===== config.mk =====
export PLATFORM = sky130hd
export DESIGN_NAME = sort_frame_loader
export DESIGN_NICKNAME = d
export VERILOG_FILES = /design/src/rtl/sort_frame_loader.sv
export SDC_FILE = /design/constraint.sdc
export NUM_CORES = 1
export LEC_CHECK = 0
export ABC_AREA = 1
export CAP_MARGIN = 20
export CORE_MARGIN = 2
export CORE_UTILIZATION = 57
export CTS_BUF_LIST = sky130_fd_sc_hd__clkbuf_16
export DETAILED_ROUTE_END_ITERATION = 8
export PLACE_DENSITY = 0.84
export SYNTH_ARGS = -nofsm -noshare
export SYNTH_HDL_FRONTEND = slang
export SYNTH_SLANG_ARGS = --single-unit
export TNS_END_PERCENT = 30

===== constraint.sdc =====
create_clock -name clk -period 5.2 [get_ports clk]
set_input_delay 1.04 -clock clk [delete_from_list [all_inputs] [get_ports clk]]
set_output_delay 1.04 -clock clk [all_outputs]
set_load 0.03 [all_outputs]

===== src/rtl/sort_frame_loader.sv =====
// Byte-stream front end for the 5-input sorter: gathers 5 bytes into a frame,
// holds it stable for SORT_CYCLES cycles, then pulses sort_done.
module sort_frame_loader #(
  parameter int WIDTH       = 8,
  parameter int SORT_CYCLES = 4
) (
  input  logic             clk,
  input  logic             rst,
  input  logic [WIDTH-1:0] in_data,
  input  logic             in_valid,
  output logic             in_ready,
  input  logic             flush,
  output logic [WIDTH-1:0] out1,
  output logic [WIDTH-1:0] out2,
  output logic [WIDTH-1:0] out3,
  output logic [WIDTH-1:0] out4,
  output logic [WIDTH-1:0] out5,
  output logic             frame_valid,
  output logic             sort_done,
  output logic [7:0]       frame_count
);

  typedef enum logic [1:0] {
    S_COLLECT = 2'd0,
    S_HOLD    = 2'd1,
    S_DONE    = 2'd2
  } state_t;

  localparam logic [7:0] HOLD_INIT = 8'(SORT_CYCLES - 1);

  state_t           state_q, state_d;
  logic [2:0]       idx_q, idx_d;
  logic [7:0]       hold_q, hold_d;
  logic [7:0]       cnt_q, cnt_d;
  logic [WIDTH-1:0] stg_q [4];
  logic [WIDTH-1:0] out_q [5];

  logic accept;
  logic stage_wr;
  logic load_frame;

  assign accept = in_valid && (state_q == S_COLLECT);

  always_ff @(posedge clk or posedge rst) begin
    if (rst) begin
      state_q <= S_COLLECT;
      idx_q   <= '0;
      hold_q  <= '0;
      cnt_q   <= '0;
    end else begin
      state_q <= state_d;
      idx_q   <= idx_d;
      hold_q  <= hold_d;
      cnt_q   <= cnt_d;
    end
  end

  always_comb begin
    state_d    = state_q;
    idx_d      = idx_q;
    hold_d     = hold_q;
    cnt_d      = cnt_q;
    stage_wr   = 1'b0;
    load_frame = 1'b0;
    case (state_q)
      S_COLLECT: begin
        // flush beats a coincident byte: the byte is consumed but dropped
        if (flush) begin
          idx_d = '0;
        end else if (accept) begin
          if (idx_q == 3'd4) begin
            load_frame = 1'b1;
            idx_d      = '0;
            hold_d     = HOLD_INIT;
            state_d    = S_HOLD;
          end else begin
            stage_wr = 1'b1;
            idx_d    = idx_q + 3'd1;
          end
        end
      end
      S_HOLD: begin
        if (hold_q == 8'd0) begin
          state_d = S_DONE;
          cnt_d   = cnt_q + 8'd1;
        end else begin
          hold_d = hold_q - 8'd1;
        end
      end
      S_DONE:  state_d = S_COLLECT;
      default: state_d = S_COLLECT;
    endcase
  end

  always_comb begin
    in_ready    = (state_q == S_COLLECT);
    frame_valid = (state_q == S_HOLD) || (state_q == S_DONE);
    sort_done   = (state_q == S_DONE);
  end

  // All five outputs update on the same edge so the sorter never sees a mixed frame.
  always_ff @(posedge clk or posedge rst) begin
    if (rst) begin
      for (int i = 0; i < 4; i++) stg_q[i] <= '0;
      for (int i = 0; i < 5; i++) out_q[i] <= '0;
    end else begin
      if (stage_wr) stg_q[idx_q[1:0]] <= in_data;
      if (load_frame) begin
        for (int i = 0; i < 4; i++) out_q[i] <= stg_q[i];
        out_q[4] <= in_data;
      end
    end
  end

  assign out1        = out_q[0];
  assign out2        = out_q[1];
  assign out3        = out_q[2];
  assign out4        = out_q[3];
  assign out5        = out_q[4];
  assign frame_count = cnt_q;

endmodule


==> Word-level counts from Yosys, hierarchy flattened <==
Cells that the tools add are included.
W data, S select, Z words.
{ "totals": {"ff_bits": 93, "ramBits": 0, "latch_bits": 0, "rom_bits": 0, "out_inout_bits": 51, "n_memories": 0} }
{ "op_classes": {"n_eq_ne": 8, "shifts": 0, "n_div": 0, "multipliers": 0, "mux": 24, "addsub": 3, "magnitude_cmp": 2, "reduce_logical": 11, "n_bitwise": 1} }
{ "op_table": {"columns": ["cell", "n"], "rows": [
  ["$mux W8", 5],
  ["$bwmux W32", 1],
  ["$demux W8 S2", 1],
  ["$pmux W8 S2", 1],
  ["$mux W3", 3],
  ["$add A8 B1 Y8 const B", 1],
  ["$logic_not A8 Y1", 1],
  ["$mux W1", 8],
  ["$mux W2", 4],
  ["$sub A8 B1 Y8 const B", 1],
  ["$ne A2 B2 Y1 const B", 3],
  ["$reduce_and A5 Y1", 1],
  ["$ne A2 B1 Y1 const B", 2],
  ["$pmux W2 S2", 1],
  ["$reduce_and A2 Y1", 2],
  ["$reduce_and A4 Y1", 1],
  ["$reduce_bool A2 Y1", 2],
  ["$add A3 B1 Y3 const B", 1],
  ["$eq A3 B3 Y1 const B", 1],
  ["$ge A3 B3 Y1 const B", 1],
  ["$lt A3 B1 Y1 const B", 1],
  ["$not A2 Y3", 1],
  ["$eq A2 B1 Y1 const B", 1],
  ["$eq A2 B2 Y1 const B", 1],
  ["3 further kinds", 4]
]} }

==> Longest topological paths before layout <==
Gate-level depths: netlist of the first run.
{ "logic_depth": {"depth_word": 6, "ltp_mapped": 9} }

==> Worst setup path before layout of the first run <==
Ideal clock, no wire load.
{ "synth_path": {"path_type": "input-to-reg", "start": "input flush", "end": "register stg_q[16] (netlist name)", "n_path_buf": 1, "arrival_time_ps": 1828, "setup_time_ps": 123, "path_stages": 6, "setup_slack_ps": 3250, "cell_sequence": "nand3b_2 nor2_8 nand2_4 buf_2 nand2_1 o21ai_1"} }
{ "synth_between": {"elab_chain_len": 2} }
{ "synth_lines": {"columns": ["element", "line_no", "text"], "rows": [
  ["start: declaration", "12", "input logic flush,"],
  ["$mux W1", "68", "if (flush) begin"],
  ["$mux W1", "65", "case (state_q)"],
  ["end signal: indexed assignment", "107", "if (stage_wr) stg_q[idx_q[1:0]] <= in_data;"],
  ["end: declaration", "35", "logic [WIDTH-1:0] stg_q [4];"]
]} }
Every way passes these cells.
A chain may end at the register's enable or synchronous reset.

==> Worst setup path after layout of the first run <==
{ "layout_path": {"start": "register state_q[0]", "end": "output in_ready"} }
{ "layout_between": {"elab_chain_len": 1} }
{ "layout_lines": {"columns": ["element", "line_no", "text"], "rows": [
  ["start: declaration", "31", "state_t state_q, state_d;"],
  ["start signal: assignment", "51", "state_q <= state_d;"],
  ["$logic_not A2 Y1", "96", "in_ready = (state_q == S_COLLECT);"],
  ["end: declaration", "11", "output logic in_ready,"]
]} }
Every way passes these cells.

==> results_dict.tcl, run 1 <==
set metrics [dict create \
    finalNetCount 540 \
    row_count 30 \
    cp-end-kind "output pin" \
    cap_violations 0 \
    grt_pass1_wl_um 14200 \
    synth_area_per_cell_um2 8.86 \
    clock-sinks 93 \
    cpMaxStageDelayCell "clkdlybuf4s50_1" \
    dp_hpwl_um 5570 \
    cts_tree "built" \
    finalHoldViolCount 0 \
    r2r_slack_ns 3.03 \
    required_ns 4.16 \
    clk_path_buf_depth 2 \
    status "finished clean" \
    crit_type "flip-flop to output pin" \
    antenna_cells 0 \
    via_per_inst 5.10 \
    placed_cells 601 \
    hold_start "hold_q[0]" \
    syn_area_um2 4020 \
    cts_root_buffer "clkbuf_16" \
    grt_use_total_pct 23.9 \
    leakage_uw 0.00248 \
    ys_seq_area_share_pct 57.9 \
    setup_violations 0 \
    r2r-start "idx_q[0]" \
    final.min_clock_period_ns 2.92 \
    critPathBufInv 2 \
    worstRegToRegCells 10 \
    grt_max_degree 82 \
    hold_path.class "flip-flop to flip-flop" \
    peakVddDrop_v 0.000272 \
    finalSetupTns_ns 0 \
    htreeDepth 3 \
    arrival_ns 1.88 \
    drt_first_iter_violations 215 \
    crit_chain "inv_1 -> ha_1 -> clkdlybuf4s50_1" \
    layout_setup_ws_ns 2.28 \
    postCtsSetupBuffers 0 \
    ys_types 23 \
    synth_nets 477 \
    start_util_pct 59.2 \
    rsz0062_at_grt "false" \
    wl_um 8310 \
    cp_max_fo 7 \
    insertion_delay_ns 0.33 \
    powerDensity_nw_per_um2 507 \
    globalplace.congestion 0.785 \
    ys_seq_elements 93 \
    fin_skew_ns 0.00490 \
    worst_pin_slew_ns 0.656 \
    crit_family "buffers and inverters" \
    drive_gt1_share_pct 5.36 \
    timing.final.max_slew_violations 0 \
    die_area_um2 7740 \
    max_slew_margin_pct 56.2 \
    yosys_warnings 0 \
    syn_inst 454 \
    grt_overflow_total 0 \
    areaGrowthSynthToFinish_pct 25.6 \
    cts_buffers 9 \
    hold_end "hold_q[0]" \
    port_buffers 62 \
    antenna_left 0 \
    yosys.area.top_type "dfrtp_1" \
    path_clk_slew_ns 0.06 \
    dr.pass1.iters 4 \
    synth.area.top_cells "dfrtp_1, nand2_1, o21ai_0" \
    grt_pass1_vias 3096 \
    die_y_um 88.0 \
    cpPeakStageDelay_ns 0.72 \
    core_um2 6790 \
    worstHoldPathCells 1 \
    fin_util_pct 74.4 \
    postCtsHoldBufs 0 \
    fin_cells 618 \
    dp_slack_ns 2.35 \
    rr_endpoint "hold_q[4]" \
    die_width_um 88.0 \
    clock.fmax_mhz 342 \
    synth_top_area_share_pct 57.9 \
    startpoint_type "flip-flop" \
    vias 3153 \
    post_cts_resized 0 \
    period_share_pct 56.2 \
    routedWlPerCell_um 13.4 \
    io_pins 63 \
    antenna_found_initial 0 \
    drc_errors 0 \
]
==> flip-flops by register name, indices dropped and copies added (netlist names), 3 cells and up <==
signal	cells
stg_q	32
out4	8
out5	8
out1	8
frame_count	8
hold_q	8
out2	8
out3	8
idx_q	3
==> cells in the mapped netlist, drive strengths merged <==
| master | count |
|---|---|
| nand2 | 140 |
| dfrtp | 93 |
| o21ai | 88 |
| inv | 70 |
| nand3 | 14 |
| nor2 | 12 |
| ha | 11 |
| clkbuf | 8 |
| buf | 5 |
| nand4 | 4 |
| xor2 | 4 |
| or2 | 2 |
| a21oi | 1 |
| nand3b | 1 |
| xnor2 | 1 |
==> metal layers <==
layer | global-route usage (%) | part of all wire [%] | vias to the layer above
met2 | 40.2 | 50 | 93
met1 | 31.5 | 44 | 1506
met5 | 0 | 0 | -
li1 | - | - | 1544
met3 | 4.52 | 5.0 | 10
met4 | 8.25 | 1.5 | 0
==> cells in the final DEF (no fill, tap or decap), drive strengths merged, types with 3 or more instances in the layout <==
master	n
buf	3
clkbuf	9
clkdlybuf4s50	62
clkinv	4
dfrtp	93
ha	11
inv	71
nand2	140
nand3	14
nand4	4
nor2	12
o21ai	88
xor2	4
==> metrics by stage <==
| step | area [um^2] | power, uW | hold WS, ns |
|---|---|---|---|
| 2_1_floorplan | 4020 | 1620 | 0.445 |
| 3_3_place_gp | 4720 | 1830 | 0.470 |
| 3_5_place_dp | 4720 | 1870 | 0.477 |
| 4_1_cts | 5030 | 2570 | 0.493 |
| 5_1_grt | 5050 | 2730 | 0.511 |
| 6_report | 5050 | 2560 | 0.490 |
==> worst register-to-register path, delay by kind of cell, from the launching register on <==
kind | cells | cell delay, ns
AOI/OAI and AO/OA | 1 | 0.08
adders and majority gates | 1 | 0.25
buffers and inverters | 3 | 0.67
DFF | 1 | 0.38
and+or+nand+nor | 5 | 0.72
==> report_power, final <==
part,internal [uW],switching [uW]
combinational,312,492
sequential,924,144
clock,419,268
==> cells by family (layout without fill, tap and decap cells) <==
family,after synthesis,in the layout,share of synthesized area (%)
simple gates,173,173,18.5
xor+xnor,5,5,1.09
fa+ha+maj,11,11,3.42
flops,93,93,57.9
compound gates,89,89,11.1
buf+inv,83,151,8.06
==> worst max-delay path by stage <==
stage / startpoint / to / slack (ns) / cells after the start
2_1_floorplan: rst / frame_count[0] / 1.74 / 1
3_3_place_gp: in_valid / hold_q[7] / 2.42 / 9
3_5_place_dp: in_valid / hold_q[4] / 2.35 / 9
4_1_cts: state_q[0] / in_ready / 2.26 / 3
5_1_grt: state_q[0] / in_ready / 2.17 / 3
6_report: state_q[0] / in_ready / 2.28 / 3
==> layout make-up <==
class                   instances  area, um^2
repair buffers                 65         656
clock buffers                   9         225
flip-flops and latches         93        2330
clock inverters                 7        90.1
well taps                      96         120
multi-input cells             278        1370
fillers                       485        1740
inverters                      70         264
Power figures use the tool's default switching activity.
==> run 2: changes to the inputs <==
CORE_UTILIZATION = 48   (was 57)
PLACE_DENSITY = 0.75   (was 0.84)
clock period = 2.56 ns   (was 5.2 ns; I/O delays follow)
==> results_dict.tcl, run 2 (synthesis results as in run 1) <==
set metrics [dict create \
    grt_use_total_pct 20.1 \
    top_register "stg_q" \
    cts_buffers 9 \
    grt_pass1_wl_um 14100 \
    grt_max_degree 43 \
    drc_errors 0 \
    postCtsHoldBufs 0 \
    via_per_inst 4.95 \
    cts_root_buffer "clkbuf_16" \
    die_area_um2 9130 \
    fin_skew_ns 0.00617 \
    layout_common_cells "nand2_1, dfrtp_1, inv_1" \
    row_count 33 \
    antenna_left 0 \
    die_y_um 95.5 \
    io_pins 63 \
    drive_gt1_share_pct 5.93 \
    rsz0062_at_grt "false" \
    antenna_found_initial 0 \
    core_um2 8180 \
    post_cts_resized 0 \
    cts_tree "built" \
    htreeDepth 3 \
    dp_hpwl_um 5740 \
    vias 3110 \
    finalNetCount 541 \
    setup_violations 0 \
    peakVddDrop_v 0.000490 \
    grt_overflow_total 0 \
    final.min_clock_period_ns 2.40 \
    cp_max_fo 7 \
    routedWlPerCell_um 13.1 \
    clk_path_buf_depth 2 \
    areaGrowthSynthToFinish_pct 26.3 \
    required_ns 2.05 \
    worstHoldPathCells 1 \
    powerDensity_nw_per_um2 1010 \
    arrival_ns 1.89 \
    die_width_um 95.5 \
    start_util_pct 49.2 \
    clock.fmax_mhz 416 \
    port_buffers 62 \
    placed_area_um2 4770 \
    leakage_uw 0.00247 \
    cap_violations 0 \
    globalplace.congestion 0.861 \
    worst_pin_slew_ns 0.483 \
    fin_area_um2 5080 \
    drt_first_iter_violations 135 \
    wl_um 8250 \
    status "finished clean" \
    finalHoldViolCount 0 \
    layout_commonest_cell "nand2_1" \
    period_share_pct 93.8 \
    insertion_delay_ns 0.34 \
    crit_type "flip-flop to output pin" \
    hold_path.class "flip-flop to flip-flop" \
    path_clk_slew_ns 0.07 \
    fill_cells 664 \
    postCtsSetupBuffers 0 \
    max_slew_margin_pct 67.7 \
    finalSetupTns_ns 0 \
    startpoint_type "flip-flop" \
    worstRegToRegCells 8 \
    grt_pass1_vias 3017 \
    clock-sinks 93 \
    cp-end-kind "output pin" \
    antenna_cells 0 \
    timing.final.max_slew_violations 0 \
    dr.pass1.iters 4 \
    largest_register_ffs 32 \
]
-- run 2: changes by cell type in the layout (fill, tap and decap cells not counted) --
cell        delta
clkinv_2       -2
inv_1          -1
bufinv_16      -1
buf_12         +1
inv_8          +1
clkinvlp_4     +3
clkinv_4       +1
clkinv_1       -1
-- run 2: worst max-delay path: stages (launching register included) --
cell and delay (ns):
dfrtp_1 0.41, inv_1 0.11, ha_1 0.31, clkdlybuf4s50_1 0.72
-- run 2: layout make-up --
cell class / count / area (um^2) / area share [%]
clock buffer: 9 / 225 / 4.43
timing repair buffer: 66 / 676 / 13.3
inverter: 70 / 267 / 5.25
clock inverter: 7 / 82.6 / 1.63
multi-input combinational: 278 / 1370 / 27.0
sequential: 93 / 2330 / 45.8
tap: 105 / 131 / 2.59
-- run 2: final timing paths --
| path | slack, ns | start | endpoint |
|---|---|---|---|
| min reg2reg | 0.48 | idx_q[2] | idx_q[2] |
| min in group asynchronous | 0.54 | rst | stg_q[25] |
| max in group asynchronous | 1.49 | rst | hold_q[4] |
| min | 0.48 | idx_q[2] | idx_q[2] |
| max | 0.16 | state_q[0] | in_ready |
| max reg2reg | 0.72 | hold_q[0] | hold_q[1] |
-- run 2: through the flow --
stage               hold slack (ns)  worst slack, ns  utilization [%]  instances  total power, uW
global route                  0.510           0.0953             62.1        628             5520
CTS                           0.482            0.155             62.1        628             5180
global placement              0.467            0.554             58.4        612             3730
detailed placement            0.467            0.509             58.4        612             3810
floorplan                     0.445            0.792                -        454             3290
finish                        0.481            0.159             62.1        628             5140
-- run 2: power breakdown --
part           switching [uW]  total, uW  internal (uW)
registers                 285       2160           1880
logic                     990       1630            636
clock network             583       1350            770
-- run 2: routing by layer --
layer	routed length [um]	GRT usage [%]	vias up
li1	-	-	1547
met1	3790	26.7	1476
met2	3930	31.6	71
met3	335	3.72	16
met4	195	10.0	0
met5	0	0	-
==> run 3: changes to the inputs <==
ABC_AREA = 0   (was 1)
PLACE_DENSITY = 0.76   (was 0.75)
==> results_dict.tcl, run 3 <==
set metrics [dict create \
    status "finished clean" \
    worstRegToRegCells 6 \
    ys_seq_elements 93 \
    layout_common_cells "dfrtp_1, mux2_2, clkdlybuf4s50_1" \
    via_per_inst 5.22 \
    finalHoldViolCount 0 \
    async_reset_ff_share_pct 100 \
    routedWlPerCell_um 15.3 \
    synth_nets 294 \
    synth_ff_type "dfrtp_1" \
    drt_first_iter_violations 93 \
    peakVddDrop_v 0.000808 \
    cpMaxStageDelayCell "clkdlybuf4s50_1" \
    grt_overflow_total 0 \
    placed_area_um2 4680 \
    post_cts_resized 0 \
    finalSetupTns_ns 0 \
    syn_area_um2 3920 \
    worstHoldPathCells 1 \
    cts_buffers 9 \
    synth_compound_area_share_pct 4.25 \
    synth_xor_area_share_pct 1.76 \
    cp-end-kind "output pin" \
    layout_setup_ws_ns 0.145 \
    dp_hpwl_um 4520 \
    grt_pass1_vias 2419 \
    powerDensity_nw_per_um2 1130 \
    start_util_pct 50.2 \
    synth_top_family_by_area "multiplexers" \
    final.min_clock_period_ns 2.41 \
    drc_errors 0 \
    synth_simple_gate_area_share_pct 7.02 \
    antenna_found_initial 0 \
    grt_max_degree 94 \
    crit_family "buffers and inverters" \
    cp_max_fo 7 \
    path_depth 3 \
    ys_types 42 \
    fin_skew_ns 0.00810 \
    leakage_uw 0.00228 \
    synth_edf_count 0 \
    post-synth-top-count-cell "dfrtp_1" \
    io_pins 63 \
    grt_pass1_wl_um 11700 \
    clock-sinks 93 \
    areaGrowthSynthToFinish_pct 26.6 \
    dp_slack_ns 0.229 \
    grt_use_total_pct 17.1 \
    yosys_warnings 0 \
    period_share_pct 94.3 \
    cts_tree "built" \
    synthTopCellsByCount "dfrtp_1, mux2_2, inv_1" \
    fin_area_um2 4960 \
    clock.fmax_mhz 414 \
    vias 2346 \
    worst_pin_slew_ns 0.522 \
    path_clk_slew_ns 0.07 \
    largest_register_ffs 32 \
    required_ns 2.05 \
    startpoint_type "flip-flop" \
    antenna_cells 0 \
    postCtsSetupBuffers 0 \
    finalNetCount 365 \
    crit_type "flip-flop to output pin" \
    globalplace.congestion 0.754 \
    max_slew_margin_pct 64.9 \
    synth.area.top_cells "dfrtp_1, mux2_2, ha_1" \
    insertion_delay_ns 0.33 \
    wl_um 6850 \
    layout_commonest_cell "dfrtp_1" \
    hold_path.class "flip-flop to flip-flop" \
    die_width_um 94.4 \
    row_count 32 \
    timing.final.max_slew_violations 0 \
    port_buffers 62 \
    drive_gt1_share_pct 30.8 \
    synth_fa_ha_area_share_pct 3.51 \
    syn_inst 271 \
    synth_area_per_cell_um2 14.5 \
    die_y_um 94.4 \
    top_register "stg_q" \
    arrival_ns 1.90 \
    cpPeakStageDelay_ns 0.74 \
    setup_violations 0 \
    critPathBufInv 2 \
    clk_path_buf_depth 2 \
    crit_chain "inv_1 -> ha_1 -> clkdlybuf4s50_1" \
    synth_top_area_share_pct 59.4 \
    postCtsHoldBufs 0 \
    cap_violations 0 \
    cts_root_buffer "clkbuf_16" \
    dr.pass1.iters 4 \
    synthMuxAreaShare_pct 21.3 \
    rsz0062_at_grt "false" \
    yosys.area.top_type "dfrtp_1" \
    core_um2 7810 \
    htreeDepth 3 \
    die_area_um2 8900 \
    ys_seq_area_share_pct 59.4 \
    antenna_left 0 \
]
## run 3: changes by cell type in the layout (fill, tap and decap cells not counted), moves of 4 or more
cell,delta
nand3_1,-12
mux2_2,+72
xnor2_1,+4
o21ai_0,-48
nand2_1,-129
nand2_4,-4
inv_1,-57
o21ai_1,-35
## run 3: stage by stage
step,hold WS [ns],std cells,total power (uW),utilization [%]
final,0.484,449,5590,63.5
after global routing,0.505,449,5930,63.5
after CTS,0.491,449,5640,63.5
after detailed placement,0.475,433,4380,59.9
after global placement,0.469,433,4300,59.9
after floorplan,0.460,271,3660,-
## run 3: cell families (layout without fill, tap and decap cells)
| kind of cell | Yosys count | count (layout) |
|---|---|---|
| mux | 74 | 74 |
| fa+ha+maj | 11 | 11 |
| flops | 93 | 93 |
| compound gates | 22 | 22 |
| simple gates | 44 | 44 |
| buf+inv | 20 | 96 |
| xor+xnor | 7 | 7 |
## run 3: final cells by class
class                           count  area, um^2
Tap cell                          102         128
Sequential cell                    93        2330
Timing Repair Buffer               68         691
Clock inverter                      7        57.6
Inverter                           12        48.8
Fill cell                         599        2850
Multi-Input combinational cell    158        1480
Clock buffer                        9         225
## run 3: layer usage
layer	GRT usage [%]	up-vias	wire length, um
li1	-	1097	-
met1	23.5	1179	3110
met2	26.5	58	3290
met3	5.35	12	348
met4	5.07	0	103
met5	0	-	0
## run 3: worst reg2reg max path, cell delays in order (launching register included)
cell and delay (ns):
dfrtp_1 0.38, inv_1 0.12, ha_1 0.15, nor3b_1 0.39, and3_1 0.52, and4_4 0.32
xor2_2 0.12
## run 3: where the power goes
group | internal, uW | total [uW] | leakage, uW | switching, uW
Clock | 672 | 1240 | 0.000136 | 569
Combinational | 995 | 2080 | 0.000909 | 1080
Sequential | 1960 | 2270 | 0.00123 | 306
## run 3: final timing paths
path / slack [ns] / startpoint / to
hold reg to reg: 0.48 / out1[6] / out1[6]
min in group asynchronous: 0.66 / rst / hold_q[0]
setup reg to reg: 0.51 / hold_q[0] / frame_count[7]
setup / recovery: 0.15 / state_q[0] / in_ready
hold / removal: 0.48 / out1[6] / out1[6]
max in group asynchronous: 1.52 / rst / hold_q[1]
